### src/rtl/cal_pkg.sv
// Shared calendar-chain definitions.
//   - Field limits for the day-of-week, date, month, hour and minute counters.
//   - Field-select enum stepped through by the set-mode FSM, which picks the
//     counter whose load strobe is active.
package cal_pkg;

    localparam int DOW_MIN   = 1;
    localparam int DOW_MAX   = 7;
    localparam int DATE_MIN  = 1;
    localparam int MONTH_MIN = 1;
    localparam int MONTH_MAX = 12;
    localparam int HR_MAX    = 23;
    localparam int MIN_MAX   = 59;

    typedef enum logic [2:0] {
        FLD_NONE  = 3'd0,
        FLD_DOW   = 3'd1,
        FLD_DATE  = 3'd2,
        FLD_MONTH = 3'd3,
        FLD_HOUR  = 3'd4,
        FLD_MIN   = 3'd5
    } cal_field_e;

endpackage

### src/rtl/cal_mod_counter_if.sv
// Bus bundle for one calendar modulo counter.
//   master : stage driver (tick/dir_up/load/data/max_in/out_en out; results in)
//   slave  : the counter itself (count/databus/carry/borrow/load_err out)
interface cal_mod_counter_if #(
    parameter int WIDTH = 3
);
    logic             tick;
    logic             dir_up;
    logic             load;
    logic [WIDTH-1:0] data;
    logic [WIDTH-1:0] max_in;
    logic             out_en;
    logic [WIDTH-1:0] count;
    logic [WIDTH-1:0] databus;
    logic             carry;
    logic             borrow;
    logic             load_err;

    modport master (
        output tick, dir_up, load, data, max_in, out_en,
        input  count, databus, carry, borrow, load_err
    );

    modport slave (
        input  tick, dir_up, load, data, max_in, out_en,
        output count, databus, carry, borrow, load_err
    );
endinterface

### src/rtl/cal_range_chk.sv
// Unsigned range classifier: where does value sit relative to [lo, hi]?
//   value, lo, hi : WIDTH-bit operands
//   below/above   : value < lo / value > hi
//   at_lo/at_hi   : value == lo / value == hi
module cal_range_chk #(
    parameter int WIDTH = 3
) (
    input  logic [WIDTH-1:0] value,
    input  logic [WIDTH-1:0] lo,
    input  logic [WIDTH-1:0] hi,
    output logic             below,
    output logic             above,
    output logic             at_lo,
    output logic             at_hi
);
    assign below = value < lo;
    assign above = value > hi;
    assign at_lo = value == lo;
    assign at_hi = value == hi;
endmodule

### src/rtl/cal_mod_counter.sv
// Up/down modulo counter for one calendar field, range [MIN_VAL, limit].
//   clk   : rising-edge clock
//   clear : asynchronous active-high reset (count <= RESET_VAL)
//   bus   : slave side of cal_mod_counter_if
//     inputs  tick, dir_up, load, data, max_in (DYN_MAX=1 only), out_en
//     outputs count (registered), databus/carry/borrow (combinational),
//             load_err (registered one-cycle pulse on a rejected load)
// Edge priority: load > clamp > tick > hold. carry/borrow are produced in
// the tick cycle so the next stage can use them directly as its tick.
module cal_mod_counter
    import cal_pkg::*;
#(
    parameter int WIDTH     = 3,
    parameter int MIN_VAL   = DOW_MIN,
    parameter int MAX_VAL   = DOW_MAX,
    parameter int RESET_VAL = 1,
    parameter bit DYN_MAX   = 1'b0
) (
    input  logic             clk,
    input  logic             clear,
    cal_mod_counter_if.slave bus
);
    localparam logic [WIDTH-1:0] MIN_V   = WIDTH'(MIN_VAL);
    localparam logic [WIDTH-1:0] MAX_V   = WIDTH'(MAX_VAL);
    localparam logic [WIDTH-1:0] RESET_V = WIDTH'(RESET_VAL);

    logic [WIDTH-1:0] limit;
    logic [WIDTH-1:0] count_q;
    logic             load_err_q;
    logic             d_below, d_above, d_at_lo, d_at_hi;
    logic             c_below, c_above, c_at_lo, c_at_hi;
    logic             data_ok, clamp_needed, lim_bad;
    logic             unused_ok;

    assign limit = DYN_MAX ? bus.max_in : MAX_V;

    cal_range_chk #(.WIDTH(WIDTH)) u_chk_data (
        .value (bus.data),
        .lo    (MIN_V),
        .hi    (limit),
        .below (d_below),
        .above (d_above),
        .at_lo (d_at_lo),
        .at_hi (d_at_hi)
    );

    cal_range_chk #(.WIDTH(WIDTH)) u_chk_count (
        .value (count_q),
        .lo    (MIN_V),
        .hi    (limit),
        .below (c_below),
        .above (c_above),
        .at_lo (c_at_lo),
        .at_hi (c_at_hi)
    );

    assign data_ok      = ~d_below & ~d_above;
    // Out of range only happens after max_in drops (e.g. 31 -> 30 days).
    assign clamp_needed = c_below | c_above;
    // A limit below MIN_VAL is a bad configuration; pin the count at MIN_VAL
    // so clamping cannot bounce between the two bounds.
    assign lim_bad      = limit < MIN_V;

    always_ff @(posedge clk or posedge clear) begin
        if (clear) begin
            count_q    <= RESET_V;
            load_err_q <= 1'b0;
        end else begin
            load_err_q <= bus.load & ~data_ok;
            if (bus.load) begin
                if (data_ok)
                    count_q <= bus.data;
            end else if (clamp_needed) begin
                count_q <= (c_below | lim_bad) ? MIN_V : limit;
            end else if (bus.tick) begin
                // Wrap is decided by compare, so no WIDTH overflow is relied on.
                if (bus.dir_up)
                    count_q <= c_at_hi ? MIN_V : count_q + WIDTH'(1);
                else
                    count_q <= c_at_lo ? limit : count_q - WIDTH'(1);
            end
        end
    end

    assign bus.count    = count_q;
    assign bus.databus  = count_q & {WIDTH{bus.out_en}};
    assign bus.load_err = load_err_q;
    assign bus.carry    = ~clear & bus.tick &  bus.dir_up & ~bus.load & c_at_hi & ~clamp_needed;
    assign bus.borrow   = ~clear & bus.tick & ~bus.dir_up & ~bus.load & c_at_lo & ~clamp_needed;

    // Equality flags on the load value are not needed.
    assign unused_ok = &{1'b0, d_at_lo, d_at_hi, bus.max_in};
endmodule
### src/flat_wrapper.sv
// flat-port wrapper written by rule: the top's interface ports become plain ports
module cal_mod_counter_flat import cal_pkg::*;
#(
    parameter int WIDTH     = 3,
    parameter int MIN_VAL   = DOW_MIN,
    parameter int MAX_VAL   = DOW_MAX,
    parameter int RESET_VAL = 1,
    parameter bit DYN_MAX   = 1'b0
)
  (clk, clear, bus_tick, bus_dir_up, bus_load, bus_data, bus_max_in, bus_out_en, bus_count, bus_databus, bus_carry, bus_borrow, bus_load_err);
  cal_mod_counter_if #(.WIDTH(WIDTH)) bus_i ();
  input  logic clk;
  input  logic clear;
  input wire logic [$bits(bus_i.tick)-1:0] bus_tick;
  input wire logic [$bits(bus_i.dir_up)-1:0] bus_dir_up;
  input wire logic [$bits(bus_i.load)-1:0] bus_load;
  input wire logic [$bits(bus_i.data)-1:0] bus_data;
  input wire logic [$bits(bus_i.max_in)-1:0] bus_max_in;
  input wire logic [$bits(bus_i.out_en)-1:0] bus_out_en;
  output wire logic [$bits(bus_i.count)-1:0] bus_count;
  output wire logic [$bits(bus_i.databus)-1:0] bus_databus;
  output wire logic [$bits(bus_i.carry)-1:0] bus_carry;
  output wire logic [$bits(bus_i.borrow)-1:0] bus_borrow;
  output wire logic [$bits(bus_i.load_err)-1:0] bus_load_err;
  assign bus_i.tick = bus_tick;
  assign bus_i.dir_up = bus_dir_up;
  assign bus_i.load = bus_load;
  assign bus_i.data = bus_data;
  assign bus_i.max_in = bus_max_in;
  assign bus_i.out_en = bus_out_en;
  assign bus_count = bus_i.count;
  assign bus_databus = bus_i.databus;
  assign bus_carry = bus_i.carry;
  assign bus_borrow = bus_i.borrow;
  assign bus_load_err = bus_i.load_err;
  cal_mod_counter #(.WIDTH(WIDTH), .MIN_VAL(MIN_VAL), .MAX_VAL(MAX_VAL), .RESET_VAL(RESET_VAL), .DYN_MAX(DYN_MAX)) u_core (.clk(clk), .clear(clear), .bus(bus_i));
endmodule
### config.mk
export PLATFORM = sky130hd
export DESIGN_NAME = cal_mod_counter_flat
export DESIGN_NICKNAME = d
export VERILOG_FILES = /design/src/rtl/cal_pkg.sv /design/src/rtl/cal_mod_counter_if.sv /design/src/rtl/cal_range_chk.sv /design/src/rtl/cal_mod_counter.sv /design/src/flat_wrapper.sv
export SDC_FILE = /design/constraint.sdc
export NUM_CORES = 1
export LEC_CHECK = 0
export CAP_MARGIN = 20
export CORE_AREA = 4 4 41 43
export DETAILED_ROUTE_END_ITERATION = 7
export DIE_AREA = 0 0 45 47
export DONT_BUFFER_PORTS = 1
export GPL_ROUTABILITY_DRIVEN = 1
export PLACE_DENSITY_LB_ADDON = 0.12
export SYNTH_ARGS = -nofsm -noshare
export SYNTH_HDL_FRONTEND = slang
export SYNTH_SLANG_ARGS = --single-unit
export TNS_END_PERCENT = 20
### constraint.sdc
create_clock -name clk -period 5.34 [get_ports clk]
set_input_delay 1.068 -clock clk [delete_from_list [all_inputs] [get_ports clk]]
set_output_delay 1.068 -clock clk [all_outputs]
set_load 0.005 [all_outputs]
## Yosys cells after proc, flatten, opt, wreduce, memory -nomap -nowiden

Index checks and enable logic that the tools add are counted.

| word-level totals | value |
|---|---|
| register bits | 4 |
| input bits | 12 |
| output and inout port bits | 9 |
| logic and storage cells | 41 |

| cells by class | value |
|---|---|
| add/subtract/negate cells | 2 |
| $lt $le $gt $ge | 4 |
| equal/unequal tests | 3 |
| muxes and demuxes | 8 |
| bitwise operators | 20 |
| reductions and logical operators | 2 |

Operator list:

| operator | count |
|---|---|
| 3-bit two-way mux | 8 |
| 1-bit bitwise AND | 11 |
| 1-bit NOT | 7 |
| 3-bit greater-than comparator, second input constant | 2 |
| 3-bit by 1-bit less-than comparator with 1-bit output, second input constant | 2 |
| 3-bit by 1-bit adder with 3-bit output, second input constant | 1 |
| 3-bit bitwise AND | 1 |
| 3-bit by 1-bit equality test with 1-bit output, second input constant | 1 |
| 3-bit equality test, second input constant | 1 |
| 3-bit nonzero test | 1 |
| 3-bit by 1-bit subtractor with 3-bit output, second input constant | 1 |
| 2-bit by 1-bit inequality test with 1-bit output, second input constant | 1 |
| 2-bit AND reduction | 1 |
| 1-bit bitwise OR | 1 |

## Depth between registers and ports, before layout

| logic depth | value |
|---|---|
| depth after elaboration | 6 |
| mapped depth | 6 |
| depth with buffers taken out | 6 |

## Modules after synthesis

Synthesis repeated with hierarchy kept, for this count alone.

| second synthesis, totals | value |
|---|---|
| cells, all modules | 86 |
| area total of the unflattened synthesis | 656.9 um^2 |

By module, submodules not included:

| module | instances | cells an instance | area an instance (um^2) | seq. area each (um^2) |
|---|---|---|---|---|
| cal_mod_counter | 1 | 48 | 369.1 | 101.3 |
| cal_range_chk | 2 | 19 | 143.9 | 0.0 |

## Worst setup path after synthesis

Ideal clock, no wire load.

| timing | value |
|---|---|
| path type | reg2out |
| start point | reg u_core.count_q[0] (netlist: u_core.bus.count[0]) |
| end point | out bus_borrow |
| data arrival time | 1459 ps |
| required time | 4272 ps |
| path slack | 2813 ps |
| stages on the path, launching flop included | 7 |
| buffers on the path | 0 |
| path through | dfstp_2 > ha_1 > ha_1 > and4b_4 > nor3_1 > nand3_1 > nor2_1 |

| on the way | value |
|---|---|
| cells in the longest elaborated chain, start to end | 4 |
| elaborated cells between the ends (all ways) | 7 |
| classes of those cells | 2 x order compare; 1 x eq/ne; 4 x bitwise |

Ends and longest elaborated chain:

| element | line | source |
|---|---|---|
| start, declared | cal_mod_counter.sv:28 | `logic [WIDTH-1:0] count_q;` |
| start signal, assigned | cal_mod_counter.sv:72 | `count_q <= bus.data;` |
| start signal, assigned | cal_mod_counter.sv:74 | `count_q <= (c_below \| lim_bad) ? MIN_V : limit;` |
| start signal, assigned | cal_mod_counter.sv:78 | `count_q <= c_at_hi ? MIN_V : count_q + WIDTH'(1);` |
| 3-bit by 1-bit less-than comparator with 1-bit output / 3-bit greater-than comparator (equally long branches) | cal_range_chk.sv:16, cal_range_chk.sv:17 |  |
| 1-bit bitwise OR | cal_mod_counter.sv:59 | `assign clamp_needed = c_below \| c_above;` |
| 1-bit NOT | cal_mod_counter.sv:89 | `assign bus.borrow = ~clear & bus.tick & ~bus.dir_up & ~bus.load & c_at_lo & ~clamp_needed;` |
| 1-bit bitwise AND (*) | cal_mod_counter.sv:89 |  |
| end, declared | flat_wrapper.sv:23 | `output wire logic [$bits(bus_i.borrow)-1:0] bus_borrow;` |

Mark *: on every way between the ends. The rest lies on a longest branch, timed or not.

## Worst setup path in the final report

| timing | value |
|---|---|
| start point | reg u_core.count_q[0] (netlist: u_core.bus.count[0]) |
| end point | out bus_carry |

| on the way | value |
|---|---|
| cells in the longest elaborated chain, start to end | 4 |
| elaborated cells between the ends (all ways) | 7 |
| classes of those cells | 2 x order compare; 1 x eq/ne; 4 x bitwise |

Ends and longest elaborated chain:

| element | line | source |
|---|---|---|
| 3-bit by 1-bit less-than comparator with 1-bit output / 3-bit greater-than comparator (equally long branches) | cal_range_chk.sv:16, cal_range_chk.sv:17 |  |
| 1-bit bitwise OR | cal_mod_counter.sv:59 |  |
| 1-bit NOT | cal_mod_counter.sv:88 | `assign bus.carry = ~clear & bus.tick & bus.dir_up & ~bus.load & c_at_hi & ~clamp_needed;` |
| 1-bit bitwise AND (*) | cal_mod_counter.sv:88 |  |
| end, declared | flat_wrapper.sv:22 | `output wire logic [$bits(bus_i.carry)-1:0] bus_carry;` |

Marks and branches as above.

==> results.toml <==
[outcome]
status = "completed"

[synth]
synthDistinctLibCells = 26
synthesis.area_um2 = 392
synth_warnings = 0
synth_nets = 58
syn_inst = 42
ys_ff_latch = 4
synth_seq_area_share_pct = 25.9
syn_area_per_cell_um2 = 9.32

[die]
ios = 21
row_count = 13
die_w_um = 45
die-area_um2 = 2120
core-area_um2 = 1300
initial_utilization_pct = 30.1
die_h_um = 47

[routing]
wl_per_cell_um = 15.2
dr.first_iter.drc_count = 2
drc_errors = 0
routed_via_density = 5.61
detail_route.wirelength_um = 927
drtAntennaViolNets = 0
vias = 342
drt-pass1-iter-count = 2

[timing]
period_minus_slack_ps = 2930
min_period_over_period_pct = 54.9
fmax_mhz = 341
worstMarginPinSlew_ps = 388
setup_viol = 0
setup_slack_ps = 2410
relSlewSlack_pct = 73.9
final_hold_viol_count = 0
timing.setup.tns_ps = 0
timing.hold.ws_ps = 612
fin_worst_skew_ps = 7.42
rsz0062_at_grt = "no"
slew_violations = 0

[worst_setup_path]
critPathBufInv = 0
cp-start-kind = "register"
critical_path_class = "reg -> out"
cp.required_ps = 4270
cpMostUsedCell = "ha_1"
max_stage_delay_ps = 620
cp_slowest_cell = "dfstp_2"
endpoint_kind = "output pin"
crit_family = "simple AND/OR/NAND/NOR gates"
path_cells = "ha_1, ha_1, and4b_4, nor3_1, nand3_1, nor2_1"
cp.arrival_ps = 1860
crit_path_max_fanout = 9

[cells_and_area]
drive_gt1_share_pct = 21.7
instances_no_fill = 61
regArea_um2 = 101
fillCellCount = 146
area_delta_synth_final_pct = 11.5
final_common_cell = "ha_1"
multi_input_area_um2 = 279
diodes = 0
nets = 63

[clocking]
cts_made_buffers = 3
root_buffer = "clkbuf_4"
cts_hold_buf = 0
clk_path_buf_depth = 2
cts_setup_buffers = 0
clkTransAtPathRegs_ps = 50
cts_tree = "done"
cts_max_level = 1
clk_latency_ps = 240
cts_resized = 0
cts.sinks = 4

[power_and_ir_drop]
p_leak_uw = 0.000180
irDropWorstVdd_mv = 0.134
p_per_area_nw_per_um2 = 488

[global_route]
grt_overflow = 0
grtUsageMet3_pct = 2.68
grt_max_degree = 10
grt.total_usage_pct = 10.1
grt_pass1_wl_mm = 1.49
use_met2_pct = 15.3
grt_pass1_vias = 359
grt_busiest_layer = "met2"
grt_use_met1_pct = 11.9
antenna_found_initial = 0

[placed_design]
io_buffers = 0
preCtsSetupSlack_ps = 2670
place.gp.congestion = 0.719
numPlacedInstances = 57

[worst_hold_path]
hold_path_class = "in -> async"

[run]
max_cap_violations = 0
## final timing paths
path                                            startpoint                               to  slack, ps  cells past startpoint
max reg2reg                u_core.bus.count[0]$_DFFE_PP1P_  u_core.bus.count[2]$_DFFE_PP0P_       3110                      6
max                        u_core.bus.count[0]$_DFFE_PP1P_                        bus_carry       2410                      6
min reg2reg                u_core.bus.count[0]$_DFFE_PP1P_  u_core.bus.count[0]$_DFFE_PP1P_        650                      1
min in group clk           u_core.bus.count[0]$_DFFE_PP1P_  u_core.bus.count[0]$_DFFE_PP1P_        650                      1
max in group asynchronous                            clear  u_core.bus.count[0]$_DFFE_PP1P_       4470                      1
min                                                  clear    u_core.bus.load_err$_DFF_PP0_        610                      1
## layer usage
layer / part of all wire [%] / wire [um]
met1: 46 / 424
met2: 40 / 373
met3: 10 / 93
met4: 3.8 / 35
met5: 0 / 0
## cell usage after synthesis (all sizes together)
master | number | area, um2
a211oi | 1 | 7.51
a21boi | 1 | 7.51
a21oi | 1 | 5.00
a32o | 2 | 20.0
and2 | 3 | 20.0
and2b | 1 | 8.76
and4b | 1 | 13.8
dfrtp | 3 | 75.1
dfstp | 1 | 26.3
ha | 4 | 50.1
inv | 3 | 11.3
mux2 | 1 | 15.0
nand2 | 2 | 7.51
nand2b | 3 | 18.8
nand3 | 1 | 5.00
nand4 | 1 | 6.26
nor2 | 3 | 11.3
nor2b | 1 | 6.26
nor3 | 3 | 15.0
nor3b | 1 | 7.51
o21ai | 1 | 5.00
o31ai | 2 | 28.8
o41ai | 1 | 8.76
or4 | 1 | 11.3
## cell families after synthesis
kind of cell / synth area share, %
adder cells (fa/ha/maj): 12.8
AO/OA/AOI/OAI: 21.1
multiplexers: 3.83
buffers and inverters: 2.88
flip-flops: 25.9
AND/OR/NAND/NOR: 33.5
## stage by stage
| stage | power, uW | util [%] | area, um2 |
|---|---|---|---|
| floorplan | 147 | - | 392 |
| global placement | 169 | 31.5 | 410 |
| detailed placement | 169 | 31.5 | 410 |
| CTS | 214 | 33.6 | 437 |
| global route | 235 | 33.6 | 437 |
| finish | 213 | 33.6 | 437 |
## state kept, by name, indices dropped and copies added (netlist names)
name	cells
u_core.bus.count	3
u_core.bus.load_err	1
## final cells by class
cell class                 instances  share of cell area, %
multi-input combinational         35                   63.9
sequential                         4                   23.2
clock buffer                       4                   6.02
tap                               15                   4.30
inverter                           3                   2.58
## power by group
group          internal, uW  switching (uW)
clock network          28.3            15.7
registers              44.3            28.3
logic                  52.1            44.3
total                   125            88.3
(Power assumes the default switching activity.)
